<file path="src/rtl/mic_array_scheduler.sv">
// mic_array_scheduler: generates the I2S bit clock, word select and frame timing for a mic array
// and serialises the samples captured from N_MIC receivers onto a single valid/ready stream.
module mic_array_scheduler #(
    parameter int N_MIC = 8,
    parameter int DIV   = 8
) (
    input  logic                CLK,
    input  logic                RST,
    input  logic                EN,
    output logic                BCLK_OUT,
    output logic                WS_OUT,
    output logic                FRAME_START,
    input  logic [24*N_MIC-1:0] SDATA_IN,
    input  logic [N_MIC-1:0]    FRAME_RDY,
    output logic [31:0]         M_DATA,
    output logic                M_VALID,
    input  logic                M_READY,
    output logic                OVERRUN,
    input  logic                CLR_OVR
);
    localparam int DW = $clog2(DIV);
    localparam logic [1:0] S_IDLE = 2'd0, S_SCAN = 2'd1, S_SEND = 2'd2;

    logic [DW-1:0]    div_q, div_d;
    logic             bclk_q, bclk_d, ws_q, ws_d, fs_q, ovr_q, ovr_d, valid_q, valid_d;
    logic [5:0]       bitcnt_q, bitcnt_d;
    logic [1:0]       state_q, state_d;
    logic [31:0]      data_q, data_d;
    logic [N_MIC-1:0] sync1_q, sync2_q, sync3_q, pend_q, pend_d;
    logic [23:0]      hold_q [N_MIC];
    logic             tick, fall, fs_evt;
    logic [N_MIC-1:0] cap, sel_oh, keep, dropped, restore;
    logic [3:0]       sel;
    logic [23:0]      sel_word;

    assign tick    = EN && div_q == DW'(DIV - 1);
    assign fall    = tick && bclk_q;
    assign fs_evt  = fall && bitcnt_q == 6'd63;
    assign cap     = sync2_q & ~sync3_q;
    assign sel_oh  = (EN && state_q == S_SCAN) ? pend_q & (~pend_q + N_MIC'(1)) : '0;
    assign keep    = pend_q & ~sel_oh;
    assign dropped = fs_evt ? keep & ~cap : '0;
    // A word stalled in SEND when capture is disabled goes back to pending rather than being lost.
    assign restore = (!EN && state_q == S_SEND && !M_READY) ? N_MIC'(1) << data_q[27:24] : '0;

    always_comb begin
        sel      = '0;
        sel_word = '0;
        for (int i = N_MIC - 1; i >= 0; i--)
            if (pend_q[i]) begin
                sel      = 4'(i);
                sel_word = hold_q[i];
            end
    end

    always_comb begin
        div_d    = (!EN || tick) ? '0 : div_q + DW'(1);
        bclk_d   = EN && (bclk_q ^ tick);
        bitcnt_d = !EN ? 6'd63 : bitcnt_q + 6'(fall);
        ws_d     = EN && (fall ? bitcnt_d[5] : ws_q);
        pend_d   = (keep & ~dropped) | cap | restore;
        ovr_d    = |(cap & keep) || |dropped || (ovr_q && !CLR_OVR);
        state_d  = state_q;
        data_d   = data_q;
        valid_d  = valid_q;
        if (!EN) begin
            state_d = S_IDLE;
            valid_d = 1'b0;
        end else if (state_q == S_IDLE) begin
            state_d = |pend_d ? S_SCAN : S_IDLE;
        end else if (state_q == S_SCAN) begin
            state_d = S_SEND;
            data_d  = {4'h0, sel, sel_word};
            valid_d = 1'b1;
        end else if (state_q != S_SEND || M_READY) begin
            state_d = |pend_d ? S_SCAN : S_IDLE;
            valid_d = 1'b0;
        end
    end

    always_ff @(posedge CLK) begin
        if (RST) begin
            div_q    <= '0;
            bclk_q   <= 1'b0;
            ws_q     <= 1'b0;
            fs_q     <= 1'b0;
            bitcnt_q <= 6'd63;
            sync1_q  <= '0;
            sync2_q  <= '0;
            sync3_q  <= '0;
            pend_q   <= '0;
            ovr_q    <= 1'b0;
            state_q  <= S_IDLE;
            data_q   <= '0;
            valid_q  <= 1'b0;
        end else begin
            div_q    <= div_d;
            bclk_q   <= bclk_d;
            ws_q     <= ws_d;
            fs_q     <= fs_evt;
            bitcnt_q <= bitcnt_d;
            sync1_q  <= FRAME_RDY;
            sync2_q  <= sync1_q;
            sync3_q  <= sync2_q;
            pend_q   <= pend_d;
            ovr_q    <= ovr_d;
            state_q  <= state_d;
            data_q   <= data_d;
            valid_q  <= valid_d;
        end
    end

    always_ff @(posedge CLK) begin
        for (int i = 0; i < N_MIC; i++)
            hold_q[i] <= RST ? '0 : cap[i] ? SDATA_IN[24*i +: 24] : hold_q[i];
    end

    assign BCLK_OUT    = bclk_q;
    assign WS_OUT      = ws_q;
    assign FRAME_START = fs_q;
    assign M_DATA      = data_q;
    assign M_VALID     = valid_q;
    assign OVERRUN     = ovr_q;
endmodule

</file>
<file path="config.mk">
export PLATFORM = sky130hd
export DESIGN_NAME = mic_array_scheduler
export DESIGN_NICKNAME = d
export VERILOG_FILES = /design/src/rtl/mic_array_scheduler.sv
export SDC_FILE = /design/constraint.sdc
export NUM_CORES = 1
export LEC_CHECK = 0
export ABC_AREA = 0
export CORE_MARGIN = 8
export CORE_UTILIZATION = 50
export DETAILED_ROUTE_END_ITERATION = 10
export HOLD_SLACK_MARGIN = 0.05
export PLACE_DENSITY = 0.79
export SYNTH_ARGS = -nofsm -noshare
export SYNTH_HDL_FRONTEND = slang
export SYNTH_SLANG_ARGS = --single-unit
</file>
<file path="constraint.sdc">
create_clock -name CLK -period 3.2 [get_ports CLK]
set_clock_uncertainty 0.05 [all_clocks]
set_input_delay 0.64 -clock CLK [delete_from_list [all_inputs] [get_ports CLK]]
set_output_delay 0.64 -clock CLK [all_outputs]
set_load 0.01 [all_outputs]
</file>
Yosys cells after proc, flatten, opt, wreduce, memory -nomap -nowiden
Memory sizes are Yosys's and may differ from the RTL's.
Cells that the tools add are included.
- register bits: 76
- latch bits: 0
- memory bits (writable): 192
- memory bits (read-only): 0
- output and inout bits: 37
- logic and storage cells: 109
- memories: 1
- memory list (name ; depth ; bits a word ; rd ports ; clocked after Yosys merged registers in ; write ports ; RTL line ; RTL):
    hold_q ; 8 ; 24 ; 8 ; 0 ; 8 ; 30 ; logic [23:0] hold_q [N_MIC];
- add/sub/neg operators: 3
- multiply operators: 0
- divide/modulo/power cells: 0
- magnitude comparators: 0
- equality and inequality tests: 5
- shift-type cells: 1
- multiplexer cells: 43
- bitwise logic cells: 16
- reduce and logical (&&, ||, !) cells: 26
- operators with widths (kind ; number):
    $mux W24 ; 24
    $and A8 B8 Y8 ; 6
    $not A8 Y8 ; 5
    $mux W8 ; 3
    $reduce_or A8 Y1 ; 3
    $or A8 B8 Y8 ; 2
    $mux W3 ; 5
    $mux W4 ; 3
    $logic_and A1 B1 Y1 ; 9
    $add A8 B1 Y8 const B ; 1
    $shl A1 B4 Y8 const A ; 1
    $add A6 B1 Y6 ; 1
    $eq A6 B6 Y1 const B ; 1
    $mux W2 ; 3
    $mux W6 ; 1
    $logic_or A1 B1 Y1 ; 4
    $mux W1 ; 4
    $reduce_or A2 Y1 ; 2
    $add A3 B1 Y3 const B ; 1
    $eq A3 B3 Y1 const B ; 1
    $logic_not A1 Y1 ; 3
    $reduce_and A3 Y1 ; 1
    $reduce_bool A3 Y1 ; 1
    $eq A2 B1 Y1 const B ; 1
    7 further kinds ; 8

Logic depth before layout (Yosys ltp)
Gate-level depths: netlist of the first run.
- depth in word-level cells: 17
- gate-level depth with buffers: 9
- depth with buffers taken out: 9

Least setup slack after synthesis of the first run
Ideal clock, no wire load.
- path kind: flip-flop to flip-flop
- from: reg div_q[0]
- to: reg state_q[0]
- library setup time: 0.127 ns
- data arrival time: 1.923 ns
- data required time: 3.023 ns
- slack: 1.100 ns
- stages on the path, launching flop included: 10
- buffers on the path: 1
- cells stage by stage: dfxtp_1 > ha_1 > ha_1 > and2_1 > ha_1 > and4_1 > clkbuf_1 > o21ai_0 > nor4_2 > a31oi_1
- longest elaborated chain between the ends: 14
- RTL lines (element ; RTL line ; RTL):
    start: declaration ; 24 ; logic [DW-1:0] div_q, div_d;
    start signal: assignment ; 97 ; div_q <= div_d;
    $eq A3 B3 Y1 * ; 36 ; assign tick = EN && div_q == DW'(DIV - 1);
    $logic_and A1 B1 Y1 * ; 36 ;
    $logic_and A1 B1 Y1 * ; 37 ; assign fall = tick && bclk_q;
    $logic_and A1 B1 Y1 * ; 38 ; assign fs_evt = fall && bitcnt_q == 6'd63;
    $mux W8 * ; 42 ; assign dropped = fs_evt ? keep & ~cap : '0;
    $not A8 Y8 * ; 61 ; pend_d = (keep & ~dropped) | cap | restore;
    $and A8 B8 Y8 * ; 61 ;
    $or A8 B8 Y8 * (2 in series) ; 61 ;
    $reduce_or A8 Y1 * ; 70, 76 ;
    $mux W1 * ; 70, 76 ;
    $mux W2 ; 75 ; end else if (state_q != S_SEND || M_READY) begin
    $mux W2 ; 71 ; end else if (state_q == S_SCAN) begin
    $mux W2 * ; 69 ; end else if (state_q == S_IDLE) begin
    end signal: assignment ; 107 ; state_q <= state_d;
    end: declaration ; 27 ; logic [1:0] state_q, state_d;
Every way passes the cells marked *; elsewhere a longest branch is shown, timed or not. The select of a mux whose other input is x is not followed.
A chain may end at the register's enable or synchronous reset.

Final worst setup path of the first run
- from: reg pend_q[4]
- to: reg data_q[4], in the netlist M_DATA[4]
- longest elaborated chain between the ends: 5
- RTL lines (element ; RTL line ; RTL):
    start: declaration ; 29 ; logic [N_MIC-1:0] sync1_q, sync2_q, sync3_q, pend_q, pend_d;
    start signal: assignment ; 105 ; pend_q <= pend_d;
    $mux W24 (5 in series) ; 50 ; if (pend_q[i]) begin
    end signal: assignment ; 108 ; data_q <= data_d;
    end: declaration ; 28 ; logic [31:0] data_q, data_d;
Every way passes these cells.

==> reports/metrics.cfg, run 1 <==
[outcome]
status = complete, no violations

[logic_synthesis]
seq_area_frac_synth_pct = 47.6
yosys-top-cells-area = dfxtp_1 48%, nand2_1 15%, a21oi_1 11%
ys_ff_latch = 267
synth_edf_count = 0
syn_area_per_cell_um2 = 7.50
yosys.area.top_type = dfxtp_1
synth-main-ff-cell = dfxtp_1
ys_async_sr_fraction_pct = 0
synth_top_cell_area_share_pct = 47.6
yosys_warnings = 0
synthCells = 1498
netlist-cell-type-count = 55
synth_area_um2 = 11200

[die]
fp.dieH_um = 166
ios = 242
die_area_um2 = 27500
die_w_um = 166
fp-row-count = 55
design.core.area_um2 = 22400
floorplan.initialDensity_pct = 50.2

[timing]
slew_headroom_pct = 21.6
hold_viol_final = 0
tightest_slew_ns = 1.17
period_needed_ns = 2.50
tns_ns = 0
report.final.slew_viol_count = 0
hold_ws_ns = 0.382
finalSetupViolCount = 0
rsz0062_at_grt = no
fmax_mhz = 401
min_period_over_period_pct = 78.0

[finish]
utilization_pct = 65.1
fin_cells = 1967
drive_gt1_share_pct = 5.35
final_nets = 1871
multi_input_area_um2 = 5170
antenna_cells = 0
regArea_um2 = 5350
syn2layout_area_growth_pct = 29.7
fillers = 1947

[place]
place_inst = 1915
gp_congestion = 0.920
dp_hpwl_mm = 25.1
io_buffer_count = 236

[clock_network]
clock_sinks = 267
clk_latency_ns = 0.55
clkTransAtPathRegs_ns = 0.06
cts_root_buf = clkbuf_16
numCtsBuffers = 29
tritoncts = done
cts_setup_buffers = 0
cts-resized-gates = 0
holdBufCountCts = 0
clockBufferDepth = 3
htree_levels = 1

[drt]
routed_wl_mm = 35.3
wl_per_cell_um = 17.9
dr.pass1.iters = 8
drc = 0
num_vias = 10823
drtIter0Drc = 1120
postRouteAntennaNets = 0
vias_per_cell = 5.50

[grt]
gr-total-overflow = 0
antenna_found_initial = 0
grt_use_total_pct = 24.5
grt_pass1_vias = 10323
grt_pass1_wl_mm = 55.5
grt_max_degree = 124

[critical_path]
path_cells = nor2_1 > a221oi_1 > o21ai_1 > a221o_1 > a311oi_1
crit_path_end_kind = flip-flop
crit_family = compound AO/OA/AOI/OAI gates
crit_type = reg2reg
arrival_ns = 2.90
path_buf_inv = 0
crit_slowest_cell = dfxtp_2
start_kind = flip-flop
max_stage_delay_ns = 0.97
crit_fanout = 55
worstPathRequired_ns = 3.60

[pwr]
power_density_nw_per_um2 = 526
fin_total_pwr_mw = 7.66
irDropWorstVdd_uv = 313
p_leak_nw = 4.98

[job]
drv_cap = 0

[min_path]
hp-class = reg2reg

==> kinds of logic after synthesis <==
group,count (synthesis),synth area share (%)
flops,267,47.6
fa+ha+maj,6,0.646
mux,1,0.0891
simple gates,632,23.2
compound gates,401,21.5
buf+inv,186,6.62
other cells,1,0.0334
xor+xnor,4,0.312
==> cells in the final DEF, fill, tap and decap left out, types with 4 or more instances in the layout <==
master,count
nand2_1,461
dfxtp_1,263
a21oi_1,252
clkdlybuf4s50_1,235
nor2_1,88
inv_1,51
nor2b_1,34
o21ai_0,31
clkbuf_16,29
buf_4,25
a221oi_1,24
a221o_1,24
a311oi_1,24
o21ai_1,23
nand2b_1,13
clkbuf_8,9
clkbuf_1,8
and2_1,5
nand3_1,5
ha_1,5
conb_1,5
clkinv_2,5
nand3b_1,4
dfxtp_2,4
==> worst reg2reg max path, stage by stage, from the launching register on <==
cell and delay (ns):
dfxtp_2 0.97, nor2_1 0.12, a221oi_1 0.51, o21ai_1 0.15, a221o_1 0.36, a311oi_1 0.25
==> final timing paths <==
check	from	to	slack, ns	cells after the start
max	pend_q[4]	M_DATA[4]	0.70	5
min	div_q[0]	div_q[0]	0.38	1
max reg2reg	pend_q[4]	M_DATA[4]	0.70	5
min reg2reg	div_q[0]	div_q[0]	0.38	1
==> metal layers <==
layer / track usage, % / vias to the layer above / share of wire, %
li1: - / 5288 / -
met1: 33.1 / 5000 / 44
met2: 37.7 / 453 / 44
met3: 4.80 / 82 / 7.8
met4: 10.1 / 0 / 4.1
met5: 0 / - / 0
==> cell usage after synthesis, types with 2 or more instances <==
cell,count
a21oi_1,252
a221o_1,24
a221oi_1,24
a311oi_1,24
a31oi_1,3
and2_1,5
and3_1,2
and4_1,2
buf_1,5
buf_2,15
buf_4,5
clkbuf_1,109
dfxtp_1,267
ha_1,5
inv_1,51
nand2_1,461
nand2b_1,13
nand3_1,5
nand3b_1,4
nor2_1,88
nor2b_1,37
nor3_1,2
nor3b_1,2
nor4_1,3
o21ai_0,31
o21ai_1,23
o221a_2,2
o221ai_1,2
o31ai_1,3
or2_1,2
xnor2_1,2
xor2_1,2
==> sequential cells by signal, summed over array words and instances (netlist names) <==
register / count
BCLK_OUT: 1
FRAME_START: 1
M_DATA: 27
M_VALID: 1
OVERRUN: 1
WS_OUT: 1
bitcnt_q: 6
div_q: 3
hold_q: 192
pend_q: 8
state_q: 2
sync1_q: 8
sync2_q: 8
sync3_q: 8
==> power by group <==
group / switching (mW) / total (mW) / internal, mW
Sequential: 0.103 / 3.55 / 3.45
Clock: 1.35 / 3.19 / 1.85
Combinational: 0.449 / 0.910 / 0.460
==> area by class of cell <==
class	instances	area share (%)
Tap cell	285	2.45
Inverter	51	1.31
Clock inverter	7	0.292
Clock buffer	45	5.94
Multi-Input combinational cell	1049	35.5
Timing Repair Buffer	263	17.8
Sequential cell	267	36.7
==> metrics by stage <==
| step | worst slack (ns) | cell area [um2] |
|---|---|---|
| 4_1_cts | 0.713 | 14600 |
| 3_5_place_dp | 0.380 | 13700 |
| 6_report | 0.704 | 14600 |
| 5_1_grt | 0.488 | 14600 |
| 2_1_floorplan | 1.10 | 11200 |
| 3_3_place_gp | 0.384 | 13700 |
Power figures use the tool's default switching activity.
==> run 2, diff against run 1 <==
- clock period: 3.2 -> 2.36 ns (I/O delays scaled with it)
==> run 2 against run 1 <==
Effect of this change:
- via count grew 0.99%
- core utilization increased by 1.5 points
- setup slack worse by 0.58 ns
- highest routed layer is now met5
- largest power group unchanged
==> reports/metrics.cfg, run 2 (synthesized netlist as in run 1, its figures left out) <==
[drt]
vias_per_cell = 5.45  ; -1.0%
drtIter0Drc = 1153  ; +2.9%
routed_wl_mm = 35.7  ; +1.2%
dr.pass1.iters = 8  ; unchanged
drc = 0  ; unchanged
postRouteAntennaNets = 0  ; unchanged
wl_per_cell_um = 17.8  ; -0.84%
num_vias = 10930  ; +0.99%

[die]
die_w_um = 166  ; unchanged
ios = 242  ; unchanged
fp.dieH_um = 166  ; unchanged
fp-row-count = 55  ; unchanged
design.core.area_um2 = 22400  ; unchanged
floorplan.initialDensity_pct = 50.2  ; unchanged
die_area_um2 = 27500  ; unchanged

[critical_path]
path_buf_inv = 2  ; +2
max_stage_delay_ns = 0.50  ; -0.47 ns
crit_slowest_cell = a221oi_1
worstPathRequired_ns = 2.74  ; -0.86 ns
arrival_ns = 2.61  ; -0.29 ns
start_kind = flip-flop
crit_fanout = 31  ; -44%
timing.critical_path.mode_cell = buf_4
crit_family = compound AO/OA/AOI/OAI gates
path_cells = buf_4 > a221oi_1 > buf_4 > o21ai_1 > a221o_1 > a311oi_1
crit_path_end_kind = flip-flop
crit_type = reg2reg

[finish]
final_nets = 1913  ; +2.2%
antenna_cells = 0  ; unchanged
final_common_cell = nand2_1
largest_register_ffs = 192  ; unchanged
drive_gt1_share_pct = 7.72  ; +2.4 points
top_register = hold_q
final_cell_mix = 461 x nand2_1, 262 x dfxtp_1, 252 x a21oi_1
syn2layout_area_growth_pct = 32.7

[timing]
report.final.slew_viol_count = 0  ; unchanged
rsz0062_at_grt = no
hold_viol_final = 0  ; unchanged
hold_ws_ns = 0.380  ; -0.00154 ns
timing.final.ws_setup_ns = 0.124  ; -0.580 ns
slew_headroom_pct = 65.9  ; +44 points
period_needed_ns = 2.24  ; -0.260 ns
tightest_slew_ns = 0.511  ; -0.663 ns
finalSetupViolCount = 0  ; unchanged
fmax_mhz = 447  ; +12%
min_period_over_period_pct = 94.7  ; +17 points

[clock_network]
cts-resized-gates = 0  ; unchanged
numCtsBuffers = 27  ; -6.9%
clk_latency_ns = 0.53  ; -0.02 ns
clkTransAtPathRegs_ns = 0.06  ; about the same
cts_root_buf = clkbuf_16
tritoncts = done
clockBufferDepth = 3  ; unchanged
htree_levels = 1  ; unchanged
cts_setup_buffers = 0  ; unchanged
holdBufCountCts = 0  ; unchanged
clock_sinks = 267  ; unchanged

[grt]
grt_use_total_pct = 25.0  ; +0.49 points
grt_pass1_wl_mm = 56.7  ; +2.1%
grt_max_degree = 85  ; -31%
antenna_found_initial = 1  ; +1
grt_pass1_vias = 10715  ; +3.8%
gr-total-overflow = 0  ; unchanged

[min_path]
hp-class = in2reg

[pwr]
power_density_nw_per_um2 = 696  ; +32%
p_leak_nw = 5.19  ; +4.2%
irDropWorstVdd_uv = 471  ; +50%

[place]
pre_cts_ws_ns = -0.111  ; -0.491 ns
gp_congestion = 0.904  ; -1.8%
dp_hpwl_mm = 25.8  ; +2.8%
io_buffer_count = 236  ; unchanged

[outcome]
status = complete, no violations

[job]
drv_cap = 0  ; unchanged

-- run 2: cell types whose count changed in the layout (fill, tap and decap cells not counted) --
cell	change
buf_12	+3
buf_4	+41
bufinv_16	+2
clkbuf_1	-2
clkbuf_16	-2
clkbuf_8	-3
clkinv_2	+2
clkinv_4	-1
dfxtp_1	-1
dfxtp_4	+1
-- run 2: power breakdown --
| group | switching (mW) | internal [mW] |
|---|---|---|
| clock network | 1.75 | 2.47 |
| registers | 0.119 | 4.68 |
| logic | 0.665 | 0.689 |
-- run 2: final cells by class --
class	count	area [um2]
Fill cell	1877	7460
Sequential cell	267	5350
Multi-Input combinational cell	1049	5170
Timing Repair Buffer	307	2960
Clock buffer	38	767
Tap cell	285	357
Inverter	51	191
Clock inverter	10	104
-- run 2: stage by stage --
stage / instances / utilization, % / total power, mW / TNS, ns / cell area (um2)
floorplan: 1502 / - / 5.49 / 0 / 11200
global placement: 1959 / 62.7 / 6.21 / -0.0920 / 14000
detailed placement: 1959 / 62.7 / 6.22 / -0.285 / 14000
CTS: 2007 / 66.6 / 10.4 / 0 / 14900
global route: 2007 / 66.6 / 10.7 / 0 / 14900
finish: 2007 / 66.6 / 10.4 / 0 / 14900
-- run 2: final timing paths --
path                                 start  slack [ns]  cells past startpoint         end
worst max-delay path             pend_q[4]        0.12                      6   M_DATA[7]
worst min-delay path                   RST        0.38                      2  sync2_q[4]
worst max register to register   pend_q[4]        0.12                      6   M_DATA[7]
worst min register to register  sync1_q[4]        0.39                      1  sync2_q[4]
-- run 2: per-layer routing --
metal | vias up | global-route usage [%] | wire length (um) | part of all wire [%]
li1 | 5382 | - | - | -
met1 | 4969 | 33.5 | 15800 | 44
met2 | 490 | 39.1 | 15800 | 44
met3 | 87 | 3.85 | 2480 | 6.9
met4 | 2 | 11.6 | 1610 | 4.5
met5 | - | 0 | 12 | 0.034
==> run 3, diff against run 2 <==
- MAX_ROUTING_LAYER: not set -> met4
- PLACE_DENSITY: 0.79 -> not set
- PLACE_DENSITY_LB_ADDON: not set -> 0.08
==> run 3 against run 2 <==
Effect of this change:
- power grew 3.1%
- global-route usage grew 1.9 points
- maximum frequency is essentially flat
- cell count grew 0.40%
- core utilization grew 0.41 points
- flip-flop and latch count is the same
- setup slack is essentially flat
- sequential share of layout area shrank 0.25 points
- critical path depth is the same
- wire length grew 4.9%
- final area grew 0.62%
- critical path type unchanged
==> reports/metrics.cfg, run 3 (synthesized netlist as in run 1, its figures left out) <==
[outcome]
status = complete, no violations

[grt]
grt_pass1_vias = 10500  ; -2.0%
grt_use_total_pct = 26.9  ; +1.9 points
gr-usage-met2_pct = 42.6  ; +3.5 points
top_usage_layer = met2
grt_pass1_wl_mm = 59.0  ; +4.0%
use_met1_pct = 36.0  ; +2.6 points
gr-total-overflow = 0  ; unchanged
antenna_found_initial = 1  ; unchanged
grt_max_degree = 93  ; +9.4%
use_met3_pct = 4.09  ; +0.24 points

[die]
die_w_um = 166  ; unchanged
floorplan.initialDensity_pct = 50.2  ; unchanged
fp.dieH_um = 166  ; unchanged
ios = 242  ; unchanged
die_area_um2 = 27500  ; unchanged
design.core.area_um2 = 22400  ; unchanged
fp-row-count = 55  ; unchanged

[place]
dp_hpwl_mm = 27.0  ; +4.7%
io_buffer_count = 236  ; unchanged
place_inst = 1962  ; +0.15%
gp_congestion = 0.923  ; +2.1%

[drt]
num_vias = 10997  ; +0.61%
routed_wl_mm = 37.5  ; +4.9%
dr.pass1.iters = 6  ; -2
vias_per_cell = 5.46  ; +0.21%
drc = 0  ; unchanged
postRouteAntennaNets = 0  ; unchanged
drtIter0Drc = 970  ; -16%
wl_per_cell_um = 18.6  ; +4.5%

[timing]
period_needed_ns = 2.24  ; +0.000326 ns
rsz0062_at_grt = no
finalSetupViolCount = 0  ; unchanged
min_period_over_period_pct = 94.7  ; about the same
slew_headroom_pct = 57.5  ; -8.4 points
fmax_mhz = 447  ; about the same
report.final.slew_viol_count = 0  ; unchanged
hold_viol_final = 0  ; unchanged
tightest_slew_ns = 0.637  ; +0.126 ns

[finish]
final_common_cell = nand2_1
final_nets = 1917  ; +0.21%
regArea_um2 = 5350  ; about the same
fin_cells = 2015  ; +0.40%
fillers = 1988  ; +5.9%
multi_input_area_um2 = 5180  ; +0.17%
top_register = hold_q
drive_gt1_share_pct = 8.21  ; +0.49 points
syn2layout_area_growth_pct = 33.5
final_cell_mix = 461 x nand2_1, 263 x dfxtp_1, 252 x a21oi_1
largest_register_ffs = 192  ; unchanged

[clock_network]
cts-resized-gates = 0  ; unchanged
clkTransAtPathRegs_ns = 0.06  ; about the same
cts_root_buf = clkbuf_16
holdBufCountCts = 0  ; unchanged
clock_sinks = 267  ; unchanged
cts_setup_buffers = 0  ; unchanged
clk_latency_ns = 0.55  ; +0.02 ns
numCtsBuffers = 28  ; +3.7%
htree_levels = 1  ; unchanged
clockBufferDepth = 3  ; unchanged
tritoncts = done

[critical_path]
start_kind = flip-flop
crit_fanout = 32  ; +3.2%
arrival_ns = 2.63  ; +0.02 ns
crit_type = reg2reg
crit_path_end_kind = flip-flop
worstPathRequired_ns = 2.76  ; +0.02 ns

[pwr]
fin_total_pwr_mw = 10.7  ; +3.1%
irDropWorstVdd_uv = 495  ; +5.1%
p_leak_nw = 5.24  ; +0.87%
power_density_nw_per_um2 = 713  ; +2.5%

[min_path]
hp-class = in2reg

[job]
drv_cap = 0  ; unchanged

## run 3: metrics by stage
stage	setup TNS [ns]	hold slack (ns)	instance area, um2	setup slack, ns	utilization (%)
2_1_floorplan	0	0.358	11200	0.260	-
3_3_place_gp	-0.111	0.371	14000	-0.0570	62.8
3_5_place_dp	-0.161	0.375	14000	-0.0875	62.8
4_1_cts	0	0.277	15000	0.127	67.0
5_1_grt	0	0.297	15000	0.00952	67.0
6_report	0	0.294	15000	0.124	67.0
## run 3: final timing paths
kind | startpoint | endpoint | slack [ns] | depth (start not counted)
worst max register to register | pend_q[4] | M_DATA[22] | 0.12 | 6
worst min register to register | div_q[0] | div_q[0] | 0.38 | 1
worst min-delay path | RST | hold_q[0][74] | 0.29 | 2
worst max-delay path | pend_q[4] | M_DATA[22] | 0.12 | 6
## run 3: layer usage
metal | wire length [um] | part of all wire, % | vias to the layer above
met2 | 17500 | 47 | 386
met1 | 17100 | 46 | 5178
met3 | 2270 | 6.1 | 40
met5 | 0 | 0 | -
met4 | 620 | 1.7 | 0
li1 | - | - | 5393
## run 3: report_power, final
part / switching, mW / internal (mW) / total [mW]
clock network: 1.84 / 2.70 / 4.54
logic: 0.667 / 0.687 / 1.35
registers: 0.123 / 4.68 / 4.80
total: 2.63 / 8.06 / 10.7
## run 3: cell type report
cell class	instances	share of cell area, %
Timing Repair Buffer	310	19.8
Sequential cell	267	35.7
Antenna cell	1	0.0167
Tap cell	285	2.38
Clock buffer	39	5.36
Multi-Input combinational cell	1049	34.5
Clock inverter	13	0.951
Inverter	51	1.28
## run 3: worst max-delay path, stage by stage (launching register included)
cell and delay (ns):
dfxtp_2 0.73, buf_4 0.28, or2_1 0.15, buf_12 0.18, o21ai_1 0.13, a221o_1 0.33, a311oi_1 0.27
